### src/rtl/core_seq_pkg.sv
// -----------------------------------------------------------------------------
// core_seq_pkg
// Shared types for the core sequencer: state encoding localparams, the state
// enum built from them, and a helper that identifies the handshake-wait
// states (the states a stall watchdog cares about).
// -----------------------------------------------------------------------------
package core_seq_pkg;

    localparam logic [2:0] ST_IDLE  = 3'd0;
    localparam logic [2:0] ST_FETCH = 3'd1;
    localparam logic [2:0] ST_IWAIT = 3'd2;
    localparam logic [2:0] ST_EXEC  = 3'd3;
    localparam logic [2:0] ST_MEM   = 3'd4;
    localparam logic [2:0] ST_MWAIT = 3'd5;
    localparam logic [2:0] ST_WB    = 3'd6;
    localparam logic [2:0] ST_HALT  = 3'd7;

    typedef enum logic [2:0] {
        IDLE  = ST_IDLE,
        FETCH = ST_FETCH,
        IWAIT = ST_IWAIT,
        EXEC  = ST_EXEC,
        MEM   = ST_MEM,
        MWAIT = ST_MWAIT,
        WB    = ST_WB,
        HALT  = ST_HALT
    } state_t;

    // States that sit waiting on an external handshake.
    function automatic logic is_wait_state(input state_t s);
        return (s == FETCH) || (s == IWAIT) || (s == MEM) || (s == MWAIT);
    endfunction

endpackage

### src/rtl/core_seq_tmo.sv
// -----------------------------------------------------------------------------
// core_seq_tmo
// Stall watchdog. Counts consecutive cycles spent in a wait state without the
// awaited handshake and flags expiry on the (2^TMO_W-1)-th such cycle, so the
// sequencer can leave the stuck state on that same clock edge.
//
// Ports:
//   clk      clock
//   rst      asynchronous active-low reset
//   run      sequencer is in a handshake-wait state
//   kick     the awaited handshake occurs this cycle (state will change)
//   expired  combinational: this is the (2^TMO_W-1)-th consecutive stalled cycle
// -----------------------------------------------------------------------------
module core_seq_tmo #(
    parameter int TMO_W = 8
) (
    input  logic clk,
    input  logic rst,
    input  logic run,
    input  logic kick,
    output logic expired
);

    // cnt holds the number of stalled cycles already completed, so the current
    // cycle is stall number cnt+1; expiry is when that reaches 2^TMO_W-1.
    localparam logic [TMO_W-1:0] LAST = TMO_W'((2 ** TMO_W) - 2);

    logic [TMO_W-1:0] cnt;

    // NOTE: sequential state uses non-blocking assignments so every register
    // samples pre-edge values, independent of block evaluation order.
    always_ff @(posedge clk or negedge rst) begin
        if (!rst) begin
            cnt <= '0;
        end else if (!run || kick) begin
            cnt <= '0;
        end else begin
            cnt <= cnt + 1'b1;
        end
    end

    assign expired = run && !kick && (cnt == LAST);

endmodule

### src/rtl/core_seq.sv
// -----------------------------------------------------------------------------
// core_seq
// Multi-cycle instruction sequencer: fetches an instruction at pc, holds it
// for the external decoder, optionally performs one load/store transaction,
// then commits (GPR/CSR write strobes, pc <= dec_next_pc) and either refetches
// or halts on ebreak.
//
// Build option:
//   CORE_SEQ_TIMEOUT_EN  when defined, a stall watchdog (core_seq_tmo) sends
//                        the sequencer to HALT with bus_err set after
//                        2^TMO_W-1 consecutive stalled cycles in a wait state.
//                        When undefined, waits are unbounded and bus_err is 0.
//
// Ports:
//   clk, rst                         clock, asynchronous active-low reset
//   ifu_req_valid/ready, ifu_addr    fetch request (ifu_addr = pc)
//   ifu_resp_valid, ifu_resp_data    fetch response
//   lsu_req_valid/ready              load/store request
//   lsu_resp_valid, lsu_resp_data    load/store response
//   dec_mem_rd/wr, dec_gpr_wr,
//   dec_csr_wr, dec_ebreak           decoded controls for the held instruction
//   dec_next_pc                      next pc from branch logic
//   pc, inst, ld_data                architectural pc, held instruction, load data
//   gpr_wr_en, csr_wr_en             one-cycle commit strobes (WB only)
//   halted, bus_err                  sticky status
// -----------------------------------------------------------------------------
module core_seq
    import core_seq_pkg::*;
#(
    parameter int              XLEN     = 32,
    parameter logic [XLEN-1:0] RESET_PC = XLEN'(32'h8000_0000),
    parameter int              TMO_W    = 8
) (
    input  logic            clk,
    input  logic            rst,
    output logic            ifu_req_valid,
    input  logic            ifu_req_ready,
    output logic [XLEN-1:0] ifu_addr,
    input  logic            ifu_resp_valid,
    input  logic [31:0]     ifu_resp_data,
    output logic            lsu_req_valid,
    input  logic            lsu_req_ready,
    input  logic            lsu_resp_valid,
    input  logic [XLEN-1:0] lsu_resp_data,
    input  logic            dec_mem_rd,
    input  logic            dec_mem_wr,
    input  logic            dec_gpr_wr,
    input  logic            dec_csr_wr,
    input  logic            dec_ebreak,
    input  logic [XLEN-1:0] dec_next_pc,
    output logic [XLEN-1:0] pc,
    output logic [31:0]     inst,
    output logic [XLEN-1:0] ld_data,
    output logic            gpr_wr_en,
    output logic            csr_wr_en,
    output logic            halted,
    output logic            bus_err
);

    if (TMO_W < 2) begin : g_bad_tmo_w
        $error("core_seq: TMO_W must be at least 2");
    end

    state_t state;
    state_t next_state;

`ifdef CORE_SEQ_TIMEOUT_EN
    logic tmo_run;
    logic tmo_kick;
    logic tmo_expired;

    assign tmo_run  = is_wait_state(state);
    // Built from the handshake inputs rather than next_state, which itself
    // depends on tmo_expired.
    assign tmo_kick = ((state == FETCH) && ifu_req_ready)  ||
                      ((state == IWAIT) && ifu_resp_valid) ||
                      ((state == MEM)   && lsu_req_ready)  ||
                      ((state == MWAIT) && lsu_resp_valid);

    core_seq_tmo #(
        .TMO_W (TMO_W)
    ) u_tmo (
        .clk     (clk),
        .rst     (rst),
        .run     (tmo_run),
        .kick    (tmo_kick),
        .expired (tmo_expired)
    );

    always_ff @(posedge clk or negedge rst) begin
        if (!rst) begin
            bus_err <= 1'b0;
        end else if (tmo_expired) begin
            bus_err <= 1'b1;
        end
    end
`else
    assign bus_err = 1'b0;
`endif

    always_ff @(posedge clk or negedge rst) begin
        if (!rst) begin
            state <= IDLE;
        end else begin
            state <= next_state;
        end
    end

    // NOTE: every output of this block gets a default before the case so no
    // path leaves a value unassigned, which would infer a latch.
    always_comb begin
        next_state    = state;
        ifu_req_valid = 1'b0;
        lsu_req_valid = 1'b0;
        gpr_wr_en     = 1'b0;
        csr_wr_en     = 1'b0;
        halted        = 1'b0;
        case (state)
            IDLE: next_state = FETCH;
            FETCH: begin
                ifu_req_valid = 1'b1;
                if (ifu_req_ready) next_state = IWAIT;
            end
            IWAIT: begin
                if (ifu_resp_valid) next_state = EXEC;
            end
            EXEC: next_state = (dec_mem_rd || dec_mem_wr) ? MEM : WB;
            MEM: begin
                lsu_req_valid = 1'b1;
                if (lsu_req_ready) next_state = MWAIT;
            end
            MWAIT: begin
                if (lsu_resp_valid) next_state = WB;
            end
            WB: begin
                gpr_wr_en  = dec_gpr_wr;
                csr_wr_en  = dec_csr_wr;
                next_state = dec_ebreak ? HALT : FETCH;
            end
            HALT: halted = 1'b1;
            default: next_state = IDLE;
        endcase
`ifdef CORE_SEQ_TIMEOUT_EN
        if (tmo_expired) next_state = HALT;
`endif
    end

    // pc drives the fetch address directly, so it is stable for the whole
    // FETCH stall by construction.
    assign ifu_addr = pc;

    always_ff @(posedge clk or negedge rst) begin
        if (!rst) begin
            pc      <= RESET_PC;
            inst    <= '0;
            ld_data <= '0;
        end else begin
            if ((state == IWAIT) && ifu_resp_valid) inst <= ifu_resp_data;
            if ((state == MWAIT) && lsu_resp_valid && dec_mem_rd) ld_data <= lsu_resp_data;
            if (state == WB) pc <= dec_next_pc;
        end
    end

endmodule
### config.mk
export PLATFORM = sky130hd
export DESIGN_NAME = core_seq
export DESIGN_NICKNAME = d
export VERILOG_FILES = /design/src/rtl/core_seq_pkg.sv /design/src/rtl/core_seq_tmo.sv /design/src/rtl/core_seq.sv
export SDC_FILE = /design/constraint.sdc
export NUM_CORES = 1
export LEC_CHECK = 0
export CAP_MARGIN = 40
export CORE_MARGIN = 3
export CORE_UTILIZATION = 41
export DETAILED_ROUTE_END_ITERATION = 12
export GPL_TIMING_DRIVEN = 0
export PLACE_DENSITY = 0.86
export SYNTH_ARGS = -nofsm -noshare
export SYNTH_HDL_FRONTEND = slang
export SYNTH_SLANG_ARGS = --single-unit
### constraint.sdc
create_clock -name clk -period 2.74 [get_ports clk]
set_input_delay 0.411 -clock clk [delete_from_list [all_inputs] [get_ports clk]]
set_output_delay 0.411 -clock clk [all_outputs]
set_load 0.05 [all_outputs]
# Word-level counts from Yosys, hierarchy flattened
# Index checks and enable logic that the tools add are counted.
totals:
  output_inout_bits: 134
  in_bits: 107
  wordCells: 34
  regBits: 99
classes:
  n_eq_ne: 11
  reduce_logical: 7
  mux: 12
ops:
  columns: ["operator", "count"]
  rows:
  - ["$pmux 3 s7", 1]
  - ["$mux 3", 5]
  - ["$eq 3x3->1 const B", 4]
  - ["$ne 2x2->1 const B", 4]
  - ["$reduce_bool 7->1", 1]
  - ["$eq 3x2->1 const B", 2]
  - ["$mux 1", 5]
  - ["$reduce_and 5->1", 1]
  - ["$eq 3x1->1 const B", 1]
  - ["$logic_and 1x1->1", 3]
  - ["$logic_not 3->1", 1]
  - ["$mux 2", 1]
  - ["$logic_or 1x1->1", 1]

# Logic depth before layout (Yosys ltp)
# Gate-level depths: netlist of run 1.
logic_depth:
  ltp_word: 3
  ltp_mapped: 5
  depth_no_buf: 3

# Least setup slack after synthesis of run 1
# Ideal clock, no wire load.
synth_timing:
  kind: "reg-to-output"
  from: "reg state[0]"
  to: "out csr_wr_en"
  path_slack_ns: 0.699
  path_stages_with_launch: 5
  n_path_buf: 2
  t_required_ns: 2.329
  arrival_ns: 1.630
  path_cell_list: "dfrtp_1 > buf_4 > nand3b_2 > buf_2 > nor2_1"
synth_via:
  elab_chain_len: 2
synth_rtl:
  columns: ["item", "line_no", "text"]
  rows:
  - ["start: declaration", "core_seq.sv:64", "state_t state;"]
  - ["start signal: assignment", "core_seq.sv:105", "state <= next_state;"]
  - ["$eq 3x3->1", "core_seq.sv:118", "case (state)"]
  - ["$mux 1", "core_seq.sv:118", null]
  - ["end: declaration", "core_seq.sv:55", "output logic csr_wr_en,"]
# No other way between the ends.

# Worst setup path in the final report of run 1
layout_timing:
  from: "reg state[0]"
  to: "out gpr_wr_en"
layout_via:
  elab_chain_len: 2
layout_rtl:
  columns: ["item", "line_no", "text"]
  rows:
  - ["$eq 3x3->1", "core_seq.sv:118", null]
  - ["$mux 1", "core_seq.sv:118", null]
  - ["end: declaration", "core_seq.sv:54", "output logic gpr_wr_en,"]
# No other way between the ends.

==> results of run 1 <==
[area by class of cell]
cell class	count	share of cell area, %
plain buffers	45	5.21
repair buffers	240	35.2
clock inverters	4	0.510
multi-input cells	120	18.5
inverters	2	0.109
well taps	129	2.35
clock buffers	11	2.06
flip-flops and latches	99	36.1
[registers in the layout, summed over array words and instances (netlist names)]
| name | flops |
|---|---|
| ifu_addr | 32 |
| inst | 32 |
| ld_data | 32 |
| state | 3 |
[what timing repair did]
action,in CTS,in global routing
endpoints found under the hold margin,0,0
endpoints found under the setup margin,2,0
hold buffers,0,0
gates resized for setup,2,0
[through the flow]
stage	hold WS (ns)	area [um2]	TNS (ns)	setup WS, ns
floorplan	0.115	4110	0	0.699
global placement	0.488	6670	-227.52	-2.32
detailed placement	0.460	6690	0	0.324
CTS	0.0634	6870	0	0.208
global route	0.0663	6870	0	0.101
finish	0.0502	6870	0	0.245
[placed cells by master (no fill, tap or decap), drive strengths merged, types with 2 or more instances in the layout]
cell type        n
clkdlybuf4s50  236
dfrtp           98
mux2            97
buf             44
clkbuf          14
nor2             4
inv              4
nand2b           3
nor2b            2
clkinv           2
dlygate4sd2      2
[final timing paths]
kind / endpoint / from / cells after the start / slack (ns)
hold / removal: inst[17] / rst / 1 / 0.05
hold reg to reg: inst[5] / inst[5] / 1 / 0.51
max in group asynchronous: ifu_addr[31] / rst / 2 / 1.95
setup reg to reg: inst[28] / state[0] / 4 / 1.11
setup / recovery: gpr_wr_en / state[0] / 5 / 0.24
min in group clk: inst[5] / inst[5] / 1 / 0.51
[logic make-up (layout without fill, tap and decap cells)]
family | Yosys count | count (layout) | share of synthesized area, %
multiplexers | 97 | 97 | 26.7
flip-flops | 99 | 99 | 60.3
other | 1 | 1 | 0.0912
AO/OA/AOI/OAI | 7 | 7 | 1.19
buffers and inverters | 47 | 302 | 8.88
AND/OR/NAND/NOR | 15 | 15 | 2.83
[worst max-delay path, delay by kind of cell, from the launching register on]
family,cells,cell delay (ns)
flip-flops,1,0.38
buffers and inverters,3,0.96
AND/OR/NAND/NOR,2,0.41
[layer usage]
layer | vias to the layer above | part of all wire [%] | track usage, %
li1 | 1378 | - | -
met1 | 1475 | 35 | 21.0
met2 | 145 | 53 | 35.6
met3 | 10 | 11 | 8.80
met4 | 0 | 0.76 | 4.16
met5 | - | 0 | 0
==> flow_summary.ini, run 1 <==
[timing]
rsz0062_at_grt = false
period_share_pct = 91.1
hold_violations = 0
maxSlewHeadroom_pct = 59.8
setup_viol = 0
period_needed_ns = 2.50
max_freq_mhz = 401
finClkSkew_ns = 0.0138
drv_slew = 0
worst_pin_slew_ns = 0.604

[synthesis]
synth_top_area_cell = dfrtp_1
syn_area_um2 = 4110
synth_most_common_cell = dfrtp_1
syn_nets = 373
synth.area.top_cells = dfrtp_1 (60%), mux2_2 (26%), buf_4 (6.4%)
ys_ff_latch = 99
synth_cells = 266
avgSynthCellArea_um2 = 15.5
synth_edf_count = 0
synth_common_cells = dfrtp_1 (98), mux2_2 (95), buf_4 (35)
ys_types = 26
seq_area_frac_synth_pct = 60.3
synth_ff_type = dfrtp_1
yosys_warnings = 0
synth_top_area_share_pct = 59.6
async_reset_ff_share_pct = 100

[floorplan]
initial_utilization_pct = 43.3
die_area_um2 = 11300
core_um2 = 9500
die_x_um = 106
rows = 35
io_pins = 241
die_h_um = 106

[run]
maxCapViolations = 0

[final_layout]
fin_cells = 650
regArea_um2 = 2480
fin_util_pct = 72.2
diodes = 0
nets = 624
multi_input_area_um2 = 1270
area_growth_pct = 66.9
drive_above_1_share_pct = 31.3
fill_cells = 658

[clock_tree]
path_clk_slew_ns = 0.10
cts_tree = done
clockBufferDepth = 2
clk_latency_ns = 0.35
post-cts-setup-buffer-count = 0
htreeDepth = 3
cts_buffers = 9
cts.sinks = 99
cts_root_buffer = clkbuf_8

[critical_path]
crit_required_ns = 2.33
path_cells = buf_4 -> nand3b_2 -> buf_2 -> nor2_1 -> dlygate4sd2_1
critPathLaunchType = flop
critPathKind = reg -> out
slowest_delay_ns = 0.54
crit_fanout = 10
end_kind = primary output
cpMaxStageDelayCell = dlygate4sd2_1
worst_ep_arrival_time_ns = 2.08

[worst_hold_path]
hp-class = in -> async

[detailed_routing]
drt_iter0_drc = 98
vias = 3008
drc = 0
drtPass1Iterations = 4
route.antenna.remaining_nets = 0
wl_per_cell_um = 16.9
viasPerCell = 4.63
wl_mm = 11.0

[placed_design]
hpwl_mm = 8.90
routabilityCongestion = 0.726
place_inst = 635
portBuffers = 239

[grt]
grt_max_degree = 56
first_global_vias = 3341
grt_usage_pct = 19.6
antenna_found_initial = 0
gr-total-overflow = 0
grt_pass1_wl_mm = 17.4

[status]
status = finished clean
Power of run 1 is left out: the tool's default activity adds up to more than one toggle a clock period on the data nets, which glitch-free logic cannot reach.
==> inputs of run 2 (changes only) <==
--- a/config.mk
+++ b/config.mk
@@ -6,11 +6,13 @@
 export NUM_CORES = 1
 export LEC_CHECK = 0
 export CAP_MARGIN = 40
+export CORE_ASPECT_RATIO = 0.6
 export CORE_MARGIN = 3
 export CORE_UTILIZATION = 41
 export DETAILED_ROUTE_END_ITERATION = 12
 export GPL_TIMING_DRIVEN = 0
 export PLACE_DENSITY = 0.86
+export SKIP_CTS_REPAIR_TIMING = 1
 export SYNTH_ARGS = -nofsm -noshare
 export SYNTH_HDL_FRONTEND = slang
 export SYNTH_SLANG_ARGS = --single-unit
==> flow_summary.ini, run 2 (synthesized netlist as in run 1, its figures left out) <==
[status]
status = finished clean

[worst_hold_path]
hp-class = in -> async

[timing]
rsz0062_at_grt = false
finClkSkew_ns = 0.00478
period_share_pct = 86.5
setup_viol = 0
worst_pin_slew_ns = 0.657
drv_slew = 0
maxSlewHeadroom_pct = 56.2
period_needed_ns = 2.37
max_freq_mhz = 422
hold_violations = 0
fin_ws_ns = 0.371

[critical_path]
regToRegSetupSlack_ns = 1.14
worst_ep_arrival_time_ns = 1.96
crit_buf_inv = 3
cpMaxStageDelayCell = dlymetal6s2s_1
path_cells = buf_4 -> nand3b_2 -> buf_2 -> nor2_1 -> dlymetal6s2s_1
critPathLaunchType = flop
slowest_delay_ns = 0.42
crit_required_ns = 2.33
end_kind = primary output
critPathTopFamily = buffers and inverters
crit_fanout = 10
critPathKind = reg -> out

[detailed_routing]
drc = 0
viasPerCell = 4.58
wl_per_cell_um = 17.3
route.antenna.remaining_nets = 0
drt_iter0_drc = 76
wl_mm = 11.3
drtPass1Iterations = 4
vias = 2989

[grt]
gr-total-overflow = 0
grt_max_degree = 52
antenna_found_initial = 0
grt_usage_pct = 20.1
first_global_vias = 3290
grt_pass1_wl_mm = 17.8

[placed_design]
portBuffers = 239
hpwl_mm = 8.91
routabilityCongestion = 0.725
preCtsSetupSlack_ns = 0.299
placed_area_um2 = 6690

[floorplan]
io_pins = 241
die_h_um = 83.6
die_x_um = 135
core_um2 = 9460
die_area_um2 = 11300
rows = 27
initial_utilization_pct = 43.5

[clock_tree]
clk_latency_ns = 0.33
path_clk_slew_ns = 0.07
htreeDepth = 3
cts_tree = done
clockBufferDepth = 2
cts_buffers = 9
cts_root_buffer = clkbuf_16
cts.sinks = 99

[final_layout]
area_growth_pct = 70.9
drive_above_1_share_pct = 31.4
diodes = 0
nets = 624
final_common_cell = clkdlybuf4s50_1
fill_cells = 629
most-common-layout-cells = clkdlybuf4s50_1 (236), dfrtp_1 (98), mux2_2 (95)
fin_area_um2 = 7030

[run]
maxCapViolations = 0
run 2: cell types whose count changed in the layout (fill, tap and decap cells not counted):
cell / before / now
bufinv_16: 0 / 2
clkbuf_16: 0 / 9
clkbuf_8: 13 / 5
clkinv_2: 0 / 1
clkinv_4: 2 / 0
clkinvlp_4: 0 / 1
dlygate4sd2_1: 2 / 0
dlymetal6s2s_1: 0 / 2
inv_6: 2 / 0
run 2: final cells by class:
class | instances | area [um2] | area share, %
Sequential cell | 99 | 2480 | 35.3
Clock inverter | 4 | 72.6 | 1.03
Tap cell | 130 | 163 | 2.31
Buffer | 45 | 358 | 5.09
Clock buffer | 12 | 256 | 3.65
Inverter | 2 | 7.51 | 0.107
Multi-Input combinational cell | 120 | 1270 | 18.1
Timing Repair Buffer | 240 | 2420 | 34.5
run 2: final timing paths:
kind / start / endpoint / cells after the start
worst max-delay path: state[0] / csr_wr_en / 5
worst min register to register: ld_data[4] / ld_data[4] / 1
max in group asynchronous: rst / ifu_addr[7] / 2
worst max register to register: state[0] / inst[29] / 4
worst min-delay path: rst / inst[16] / 1
min in group clk: ld_data[4] / ld_data[4] / 1
run 2: per-stage QoR:
step	hold WS, ns	std cells	setup TNS (ns)	utilization (%)
floorplan	0.115	266	0	-
global placement	0.486	635	-236.95	70.5
detailed placement	0.487	636	0	70.8
CTS	0.131	652	-0.125	74.2
global route	0.148	652	0	74.3
finish	0.101	652	0	74.3
run 2: layer usage:
metal	track usage [%]	wire length [um]
met1	21.8	4110
met2	36.4	5860
met3	9.10	1180
met4	3.93	92
met5	0	0
Power of run 2 is left out for the same reason.
